## config.mk

```make
export PLATFORM = sky130hd
export DESIGN_NAME = scramble_sequencer_flat
export DESIGN_NICKNAME = d
export VERILOG_FILES = /design/src/rtl/scramble_sequencer_pkg.sv /design/src/rtl/scramble_sequencer_if.sv /design/src/rtl/scramble_sequencer_lfsr16.sv /design/src/rtl/scramble_sequencer.sv /design/src/flat_wrapper.sv
export SDC_FILE = /design/constraint.sdc
export NUM_CORES = 1
export LEC_CHECK = 0
export CAP_MARGIN = 20
export CORE_MARGIN = 2
export CORE_UTILIZATION = 37
export CTS_CLUSTER_SIZE = 16
export DETAILED_ROUTE_END_ITERATION = 8
export PLACE_DENSITY_LB_ADDON = 0.12
export SETUP_SLACK_MARGIN = 0.02
export SLEW_MARGIN = 20
export SYNTH_ARGS = -nofsm -noshare
export SYNTH_HDL_FRONTEND = slang
export SYNTH_SLANG_ARGS = --single-unit
```

## constraint.sdc

```tcl
create_clock -name clk -period 2.13 [get_ports clk]
set_input_delay 0.426 -clock clk [delete_from_list [all_inputs] [get_ports clk]]
set_output_delay 0.426 -clock clk [all_outputs]
set_load 0.01 [all_outputs]
```

## src/rtl/scramble_sequencer_pkg.sv

```systemverilog
// Shared types and constants for the scramble move generator and its random source.
package scramble_sequencer_pkg;

  typedef enum logic [2:0] {IDLE, SELECT, FIRE, GAP, DONE} state_t;

  localparam logic [15:0] LFSR_MASK    = 16'hB400;
  localparam logic [15:0] DEFAULT_SEED = 16'hACE1;
  localparam int          GRID_N       = 4;

  typedef struct packed {
    logic       x_nrow;
    logic [1:0] idx;
  } move_t;

  function automatic logic [15:0] lfsr_next(input logic [15:0] v);
    return v[0] ? ((v >> 1) ^ LFSR_MASK) : (v >> 1);
  endfunction

  // Candidate line move drawn from the low bits of the random word.
  function automatic move_t cand_of(input logic [15:0] v);
    return '{x_nrow: v[2], idx: v[1:0]};
  endfunction

endpackage

```

## src/rtl/scramble_sequencer_if.sv

```systemverilog
// Request/move bus between the scramble sequencer and the cell array mux.
interface scramble_sequencer_if;
  import scramble_sequencer_pkg::*;

  logic              start;
  logic              abort;
  logic              fire;
  logic              x_nRow;
  logic [GRID_N-1:0] row_column;
  logic              busy;
  logic              done;
  logic [7:0]        moves_left;

  modport master (input start, abort,
                  output fire, x_nRow, row_column, busy, done, moves_left);
  modport slave  (output start, abort,
                  input fire, x_nRow, row_column, busy, done, moves_left);
endinterface

```

## src/rtl/scramble_sequencer_lfsr16.sv

```systemverilog
// 16-bit Galois LFSR, free-running; a zero seed falls back to the default seed.
module lfsr16
  import scramble_sequencer_pkg::*;
(
    input  logic        clk,
    input  logic        reset,
    input  logic [15:0] seed,
    output logic [15:0] out
);

    logic [15:0] seed_eff;
    assign seed_eff = (seed == 16'h0000) ? DEFAULT_SEED : seed;

    always_ff @(posedge clk) begin
        if (reset) out <= seed_eff;
        else       out <= lfsr_next(out);
    end

endmodule

```

## src/rtl/scramble_sequencer.sv

```systemverilog
// Issues NUM_MOVES paced pseudo-random line moves per start, never repeating a line back-to-back.
module scramble_sequencer
  import scramble_sequencer_pkg::*;
#(
    parameter int          NUM_MOVES   = 16,
    parameter int          PACE_CYCLES = 16,
    parameter logic [15:0] LFSR_SEED   = 16'hACE1
) (
    input  logic                  clk,
    input  logic                  reset,
    scramble_sequencer_if.master  bus
);

    localparam int CW = $clog2(PACE_CYCLES + 1);

    state_t            state, state_nx;
    logic [15:0]       lfsr;
    move_t             cand, prev_q;
    logic              prev_vld;
    logic [GRID_N-1:0] rc_q;
    logic              xn_q;
    logic [CW-1:0]     gap_cnt;
    logic [7:0]        left_q;
    logic              repeat_hit, gap_end, busy;

    lfsr16 u_lfsr (.clk(clk), .reset(reset), .seed(LFSR_SEED), .out(lfsr));

    assign cand       = cand_of(lfsr);
    assign repeat_hit = prev_vld && (cand == prev_q);
    assign gap_end    = (gap_cnt == '0);

    always_comb begin
        state_nx = state;
        case (state)
            IDLE:    if (bus.start) state_nx = SELECT;
            SELECT:  if (!repeat_hit) state_nx = FIRE;
            FIRE:    state_nx = GAP;
            GAP:     if (gap_end) state_nx = (left_q == 8'd0) ? DONE : SELECT;
            DONE:    state_nx = IDLE;
            default: state_nx = IDLE;
        endcase
        // abort outranks start, including a start seen in IDLE
        if (bus.abort) state_nx = IDLE;
    end

    always_ff @(posedge clk) begin
        if (reset) begin
            state    <= IDLE;
            prev_q   <= '0;
            prev_vld <= 1'b0;
            rc_q     <= '0;
            xn_q     <= 1'b0;
            gap_cnt  <= '0;
            left_q   <= 8'd0;
        end else begin
            state <= state_nx;
            if (bus.abort || state == DONE) begin
                prev_vld <= 1'b0;
                rc_q     <= '0;
                xn_q     <= 1'b0;
                left_q   <= 8'd0;
            end else begin
                case (state)
                    IDLE: if (bus.start) left_q <= 8'(NUM_MOVES);
                    SELECT: if (!repeat_hit) begin
                        rc_q     <= {{(GRID_N-1){1'b0}}, 1'b1} << cand.idx;
                        xn_q     <= cand.x_nrow;
                        prev_q   <= cand;
                        prev_vld <= 1'b1;
                    end
                    FIRE: begin
                        if (left_q != 8'd0) left_q <= left_q - 8'd1;
                        gap_cnt <= CW'(PACE_CYCLES - 1);
                    end
                    GAP: if (!gap_end) gap_cnt <= gap_cnt - 1'b1;
                    default: ;
                endcase
            end
        end
    end

    assign busy           = (state == SELECT) || (state == FIRE) || (state == GAP);
    assign bus.busy       = busy;
    assign bus.fire       = (state == FIRE) && !bus.abort;
    assign bus.done       = (state == DONE);
    assign bus.row_column = busy ? rc_q : '0;
    assign bus.x_nRow     = busy & xn_q;
    assign bus.moves_left = left_q;

endmodule
```

## src/flat_wrapper.sv

```systemverilog
// flat-port wrapper written by rule: the top's interface ports become plain ports
module scramble_sequencer_flat import scramble_sequencer_pkg::*;
#(
    parameter int          NUM_MOVES   = 16,
    parameter int          PACE_CYCLES = 16,
    parameter logic [15:0] LFSR_SEED   = 16'hACE1
)
  (clk, reset, bus_start, bus_abort, bus_fire, bus_x_nRow, bus_row_column, bus_busy, bus_done, bus_moves_left);
  scramble_sequencer_if bus_i ();
  input  logic clk;
  input  logic reset;
  input wire logic [$bits(bus_i.start)-1:0] bus_start;
  input wire logic [$bits(bus_i.abort)-1:0] bus_abort;
  output wire logic [$bits(bus_i.fire)-1:0] bus_fire;
  output wire logic [$bits(bus_i.x_nRow)-1:0] bus_x_nRow;
  output wire logic [$bits(bus_i.row_column)-1:0] bus_row_column;
  output wire logic [$bits(bus_i.busy)-1:0] bus_busy;
  output wire logic [$bits(bus_i.done)-1:0] bus_done;
  output wire logic [$bits(bus_i.moves_left)-1:0] bus_moves_left;
  assign bus_i.start = bus_start;
  assign bus_i.abort = bus_abort;
  assign bus_fire = bus_i.fire;
  assign bus_x_nRow = bus_i.x_nRow;
  assign bus_row_column = bus_i.row_column;
  assign bus_busy = bus_i.busy;
  assign bus_done = bus_i.done;
  assign bus_moves_left = bus_i.moves_left;
  scramble_sequencer #(.NUM_MOVES(NUM_MOVES), .PACE_CYCLES(PACE_CYCLES), .LFSR_SEED(LFSR_SEED)) u_core (.clk(clk), .reset(reset), .bus(bus_i));
endmodule
```

# [Word-level counts from Yosys, hierarchy flattened]
# Cells that the tools add are included.
[word_totals] regBits=41 inputBits=4 output_inout_bits=16 wordCells=57
[op_classes] add_sub_neg=2 eq_ne=10 shift=1 muxes=12 n_bitwise=4 reduce_logical=19
[ops] cell="16-bit two-way mux" n=1
[ops] cell="8-bit two-way mux" n=2
[ops] cell="8-bit case mux with 2 select lines" n=1
[ops] cell="3-bit two-way mux" n=4
[ops] cell="3-bit case mux with 4 select lines" n=1
[ops] cell="3-bit AND reduction" n=4
[ops] cell="5-bit case mux with 2 select lines" n=1
[ops] cell="8-bit zero test" n=1
[ops] cell="8-bit nonzero test" n=1
[ops] cell="8-bit by 1-bit subtractor with 8-bit output (second input constant)" n=1
[ops] cell="3-bit by 2-bit == test with 1-bit output (second input constant)" n=2
[ops] cell="2-bit inequality test (second input constant)" n=3
[ops] cell="5-bit zero test" n=1
[ops] cell="5-bit two-way mux" n=1
[ops] cell="5-bit by 1-bit subtractor with 5-bit output (second input constant)" n=1
[ops] cell="4-bit two-way mux" n=1
[ops] cell="2-bit by 1-bit inequality test with 1-bit output (second input constant)" n=2
[ops] cell="3-bit inverter with 4-bit output" n=1
[ops] cell="2-bit nonzero test" n=2
[ops] cell="2-bit OR reduction" n=2
[ops] cell="1-bit by 2-bit << shifter with 4-bit output (first input constant)" n=1
[ops] cell="3-bit by 1-bit == test with 1-bit output (second input constant)" n=1
[ops] cell="3-bit == test" n=1
[ops] cell="3-bit == test (second input constant)" n=1
[ops] cell="7 further kinds" n=11

# [Longest topological paths before layout]
# Gate-level depths: netlist (run 1).
[depth] ltp_word=4 depth_mapped=6 mapped_depth_nobuf=6

# [Hierarchy]
# Synthesis (run 1) repeated with hierarchy kept, for this count alone.
[hier_totals] hier_cells=210 area_unflattened_um2=1998.2
[by_module_without_submodules] mod="scramble_sequencer" instances=1 cells_each=167 area_per_inst_um2=1417.6 seq_area_each_um2=500.5
[by_module_without_submodules] mod="lfsr16" instances=1 cells_each=43 area_per_inst_um2=580.6 seq_area_each_um2=320.3

# [Worst setup path after synthesis (run 1)]
# No wires, ideal clock.
[synth_timing] path_kind="register to register" start="register u_core.left_q[0], in the netlist u_core.bus.moves_left[0]" end="register u_core.left_q[4], in the netlist u_core.bus.moves_left[4]" setup_ns=0.074 arrival_ns=1.689 t_required_ns=2.056 setup_slack_ns=0.367 stages_incl_launch_ff=7 n_path_buf=0 synth_period_minus_slack_ns=1.763 cell_sequence="dfxtp_1 inv_1 ha_1 nor4bb_1 and3_1 or4_1 a31oi_1"
[synth_via] elab_chain_cells=3 word_cells_on_any_way=6 cone_classes="add/sub (1); eq/ne (1); mux (2); reduce/logical (2)"
[synth_rtl] item="start: declaration" line="scramble_sequencer.sv:23" rtl="logic [7:0] left_q;"
[synth_rtl] item="start signal: assignment" line="scramble_sequencer.sv:64" rtl="IDLE: if (bus.start) left_q <= 8'(NUM_MOVES);"
[synth_rtl] item="start signal: assignment" line="scramble_sequencer.sv:72" rtl="if (left_q != 8'd0) left_q <= left_q - 8'd1;"
[synth_rtl] item="8-bit by 1-bit subtractor with 8-bit output or 8-bit nonzero test (tied branches)" line="scramble_sequencer.sv:72"
[synth_rtl] item="8-bit two-way mux or 2-bit by 1-bit inequality test with 1-bit output (tied branches)"
[synth_rtl] item="8-bit case mux with 2 select lines or 3-bit AND reduction (tied branches)"
# Several ways; a longest one is shown, not always the timed one. The select of a mux whose other input is x is not followed.
# A chain may end at the register's enable or synchronous reset.

# [Final worst setup path (run 1)]
[layout_timing] start="register u_core.state[0]" end="output bus_done"
[layout_via] elab_chain_cells=1
[layout_rtl] item="start: declaration" line="scramble_sequencer.sv:16" rtl="state_t state, state_nx;"
[layout_rtl] item="start signal: assignment" line="scramble_sequencer.sv:56" rtl="state <= state_nx;"
[layout_rtl] item="3-bit == test" line="scramble_sequencer.sv:85" rtl="assign bus.done = (state == DONE);"
[layout_rtl] item="end: declaration" line="flat_wrapper.sv:18" rtl="output wire logic [$bits(bus_i.done)-1:0] bus_done;"
# Every way passes these cells.

==> results of run 1 <==
state kept, by name (all words and copies together), names as in the netlist:
signal and count:
u_core.u_lfsr.out 16, u_core.bus.moves_left 8, u_core.gap_cnt 5, u_core.rc_q 4
u_core.prev_q 3, u_core.state 3, u_core.prev_vld 1, u_core.xn_q 1
metrics by stage:
step / hold WS, ps / power, mW / setup slack (ps) / setup TNS (ps) / area [um2]
after floorplan: 389 / 0.944 / 367 / 0 / 1790
after global placement: 400 / 0.996 / 70.4 / 0 / 2080
after detailed placement: 396 / 1.00 / 73.7 / 0 / 2080
after CTS: 413 / 1.64 / 18.0 / 0 / 2200
after global routing: 432 / 1.69 / -9.25 / -9.25 / 2210
final: 412 / 1.62 / 68.4 / 0 / 2210
timing repair:
item / in CTS / in global routing
setup endpoints to repair: 5 / 7
buffers inserted: 0 / 0
pin swaps: 0 / 0
resized for setup: 2 / 4
hold endpoints to repair: 0 / 0
area by class of cell:
| class | instances | area, um2 | area share |
|---|---|---|---|
| well taps | 54 | 67.6 | 0.0306 |
| multi-input cells | 139 | 905 | 0.410 |
| clock buffers | 5 | 68.8 | 0.0312 |
| clock inverters | 3 | 46.3 | 0.0210 |
| inverters | 10 | 37.5 | 0.0170 |
| repair buffers | 28 | 260 | 0.118 |
| flip-flops and latches | 41 | 822 | 0.372 |
worst register-to-register path, cell delays in order, from the launching register on:
cell and delay, ps:
dfxtp_1 380, inv_1 90, ha_1 240, nor4bb_1 160, and3_1 250, or4_1 510, a31oi_1 160
worst paths after layout:
| path | end | cells after the start | slack, ps |
|---|---|---|---|
| max | bus_done | 4 | 70 |
| min | u_core.u_lfsr.out[7] | 1 | 410 |
| max reg2reg | u_core.bus.moves_left[4] | 6 | 280 |
| min reg2reg | u_core.u_lfsr.out[7] | 1 | 410 |
logic make-up after synthesis:
group | count (synthesis) | synth area share
XOR/XNOR | 7 | 0.0343
AND/OR/NAND/NOR | 95 | 0.320
flip-flops | 41 | 0.459
AO/OA/AOI/OAI | 32 | 0.113
buffers and inverters | 17 | 0.0427
adder cells (fa/ha/maj) | 2 | 0.0140
multiplexers | 3 | 0.0168
power breakdown:
part           internal [mW]  leakage, nW  switching [mW]  total (mW)
combinational         0.0830        0.456          0.0845       0.167
clock                  0.351       0.0543           0.282       0.633
sequential             0.798        0.336          0.0206       0.818
total                   1.23        0.846           0.387        1.62
cells in the mapped netlist, types with 2 or more instances:
cell,n,share of area
nand3b_1,5,0.021
and2_1,8,0.028
nor3_1,5,0.014
nand2_1,10,0.021
or2_2,10,0.035
dfxtp_1,41,0.46
or4_1,4,0.017
xnor2_1,6,0.029
nor4bb_1,2,0.011
buf_4,3,0.013
nor2_1,14,0.029
nor2b_1,7,0.024
a21oi_1,15,0.042
ha_1,2,0.014
nand4_1,4,0.014
mux2i_1,3,0.017
o31ai_1,3,0.013
a211oi_1,2,0.0084
clkbuf_1,3,0.0063
or3_1,3,0.010
nor4_1,2,0.0070
nand3_1,5,0.014
inv_1,10,0.021
o21ai_0,5,0.014
and3_1,2,0.0070
nor3b_1,2,0.0084
nand2b_1,6,0.021
cells in the final DEF (no fill, tap or decap), types with 5 or more instances in the layout:
cell | netlist | final
and2_1 | 8 | 8
clkbuf_8 | 0 | 5
nand2_1 | 10 | 10
or2_2 | 10 | 10
buf_4 | 3 | 9
dfxtp_1 | 41 | 40
clkdlybuf4s50_1 | 0 | 18
nor2_1 | 14 | 11
nand2b_1 | 6 | 6
inv_1 | 10 | 10
o21ai_0 | 5 | 5
nand3b_1 | 5 | 5
nand3_1 | 5 | 5
xnor2_1 | 6 | 6
a21oi_1 | 15 | 15
nor3_1 | 5 | 5
nor2b_1 | 7 | 7
routing by layer:
metal	share of wire	vias to the layer above	GRT usage
met5	0	-	0
met4	0.021	0	0.0768
met3	0.048	9	0.0425
met2	0.47	36	0.246
met1	0.46	694	0.192
li1	-	740	-
==> results by group, run 1 <==
Outcome
  – Status: completed

Layout
  – Layout area overhead: 23.4%
  – Fin cells: 280
  – Fillers: 461
  – Antenna Cells: 0
  – Share of layout cells above drive strength 1: 0.159
  – Core Util, Final: 0.470
  – Nets: 231

CTS
  – Inserted Clock Buffers: 5
  – Post-cts hold buffer count: 0
  – Clk slew on worst S/H paths: 80 ps
  – CTS HTree Levels: 2
  – Root Buffer: clkbuf_8
  – Longest Clk Path Bufs: 2
  – TritonCTS clock tree: yes
  – CTS sink cnt: 41
  – Clk_lat worst skew: 300 ps

Worst setup path
  – Slowest-stage cell, CP: clkdlybuf4s50_1
  – Critical Path Fanout Max: 5
  – CP arrival: 1640 ps
  – CP Launch Type: register
  – Critical Path, Cell by Cell: nor2_2, buf_4, and2_1, clkdlybuf4s50_1
  – Family with the most delay on the worst path: buffers and inverters
  – Buf/Inv on CP: 2
  – Critical Path End Type: primary output
  – Worst setup startpoint: u_core.state[0]
  – Worst Path Required: between 1500 and 2000 ps
  – WS Path Type: reg -> out
  – Crit-path max cell delay: 530 ps
  – Worst R2R Start: u_core.bus.moves_left[0]

Synthesis
  – Synth Cell Area: about 0.0018 mm2
  – Netlist cell types: 42
  – Synth Flop Type: dfxtp_1
  – Ys Warns: 0
  – Flops & latches, synth: 41
  – Syn_nets: roughly 200
  – Sequential fraction of the synthesis area: 0.459
  – Post-synth EDFFs: 0
  – Async S/R FF share, synth: 0
  – Cells after synthesis: approximately 200
  – Synth Area per Inst: a little over 9 um2

Detailed routing
  – Average routed wire per standard cell: 13.4 um
  – First-pass DRT Iterations: 4
  – Final ANT Viol Nets: 0
  – WL final: 3760 um
  – DR vias/cell: between 5 and 6
  – DR iter-0 viols: 82
  – DRC Markers: 0
  – Via count: 1,479

Placed design
  – Cell total after placement: 272
  – Port Buf Inserts: 19
  – GP Congestion: 0.872
  – DPL Wire Length: 2680 um

Worst hold path
  – Hold Startpoint: u_core.u_lfsr.out[8]
  – Hold Crit Class: reg -> reg

Floorplanning
  – Num rows: 25
  – Die area: about 0.0054 mm2
  – Die Ht: 73.5 um
  – I/O Pins: 20
  – Initial cell density of the core: 0.381
  – Width of the die: 73.5 um
  – Core ar.: ~0.0047 mm2

Timing
  – Slew HR: 0.607
  – Setup Skew: 6.81 ps
  – Count of pins over their slew limit: 0
  – Tcrit/Tclk final: 0.968
  – RSZ-0062 raised after global routing: true
  – Number of setup violations in the final report: 0
  – Final worst path period need: ~2100 ps
  – Final Hold Fails: 0
  – Fmax: 0.485 GHz
  – Worst Max-Slew Pin Slew: between 500 and 600 ps

Power and ir drop
  – Pleak: 0.846 nW
  – Peak VDD IR: 0.443 mV
  – Power density cells: 733 mW/mm2

Global route
  – Vias in the first global route: 1,436
  – Global-route wire length before repair: 6380 um
  – Initial antenna violation count: 0
  – Largest net degree at the start of global routing: 20
  – Congestion Overflow GR: 0
  – Gr usage total: 0.155

Run
  – Max Cap Violations: 0
Power figures use the tool's default switching activity.
==> inputs of run 2 (changes only) <==
Settings changed: SLEW_MARGIN 20 to 10.
==> results of run 2 <==
Same layout as run 1: the final DEF is identical, and so are final timing and power.
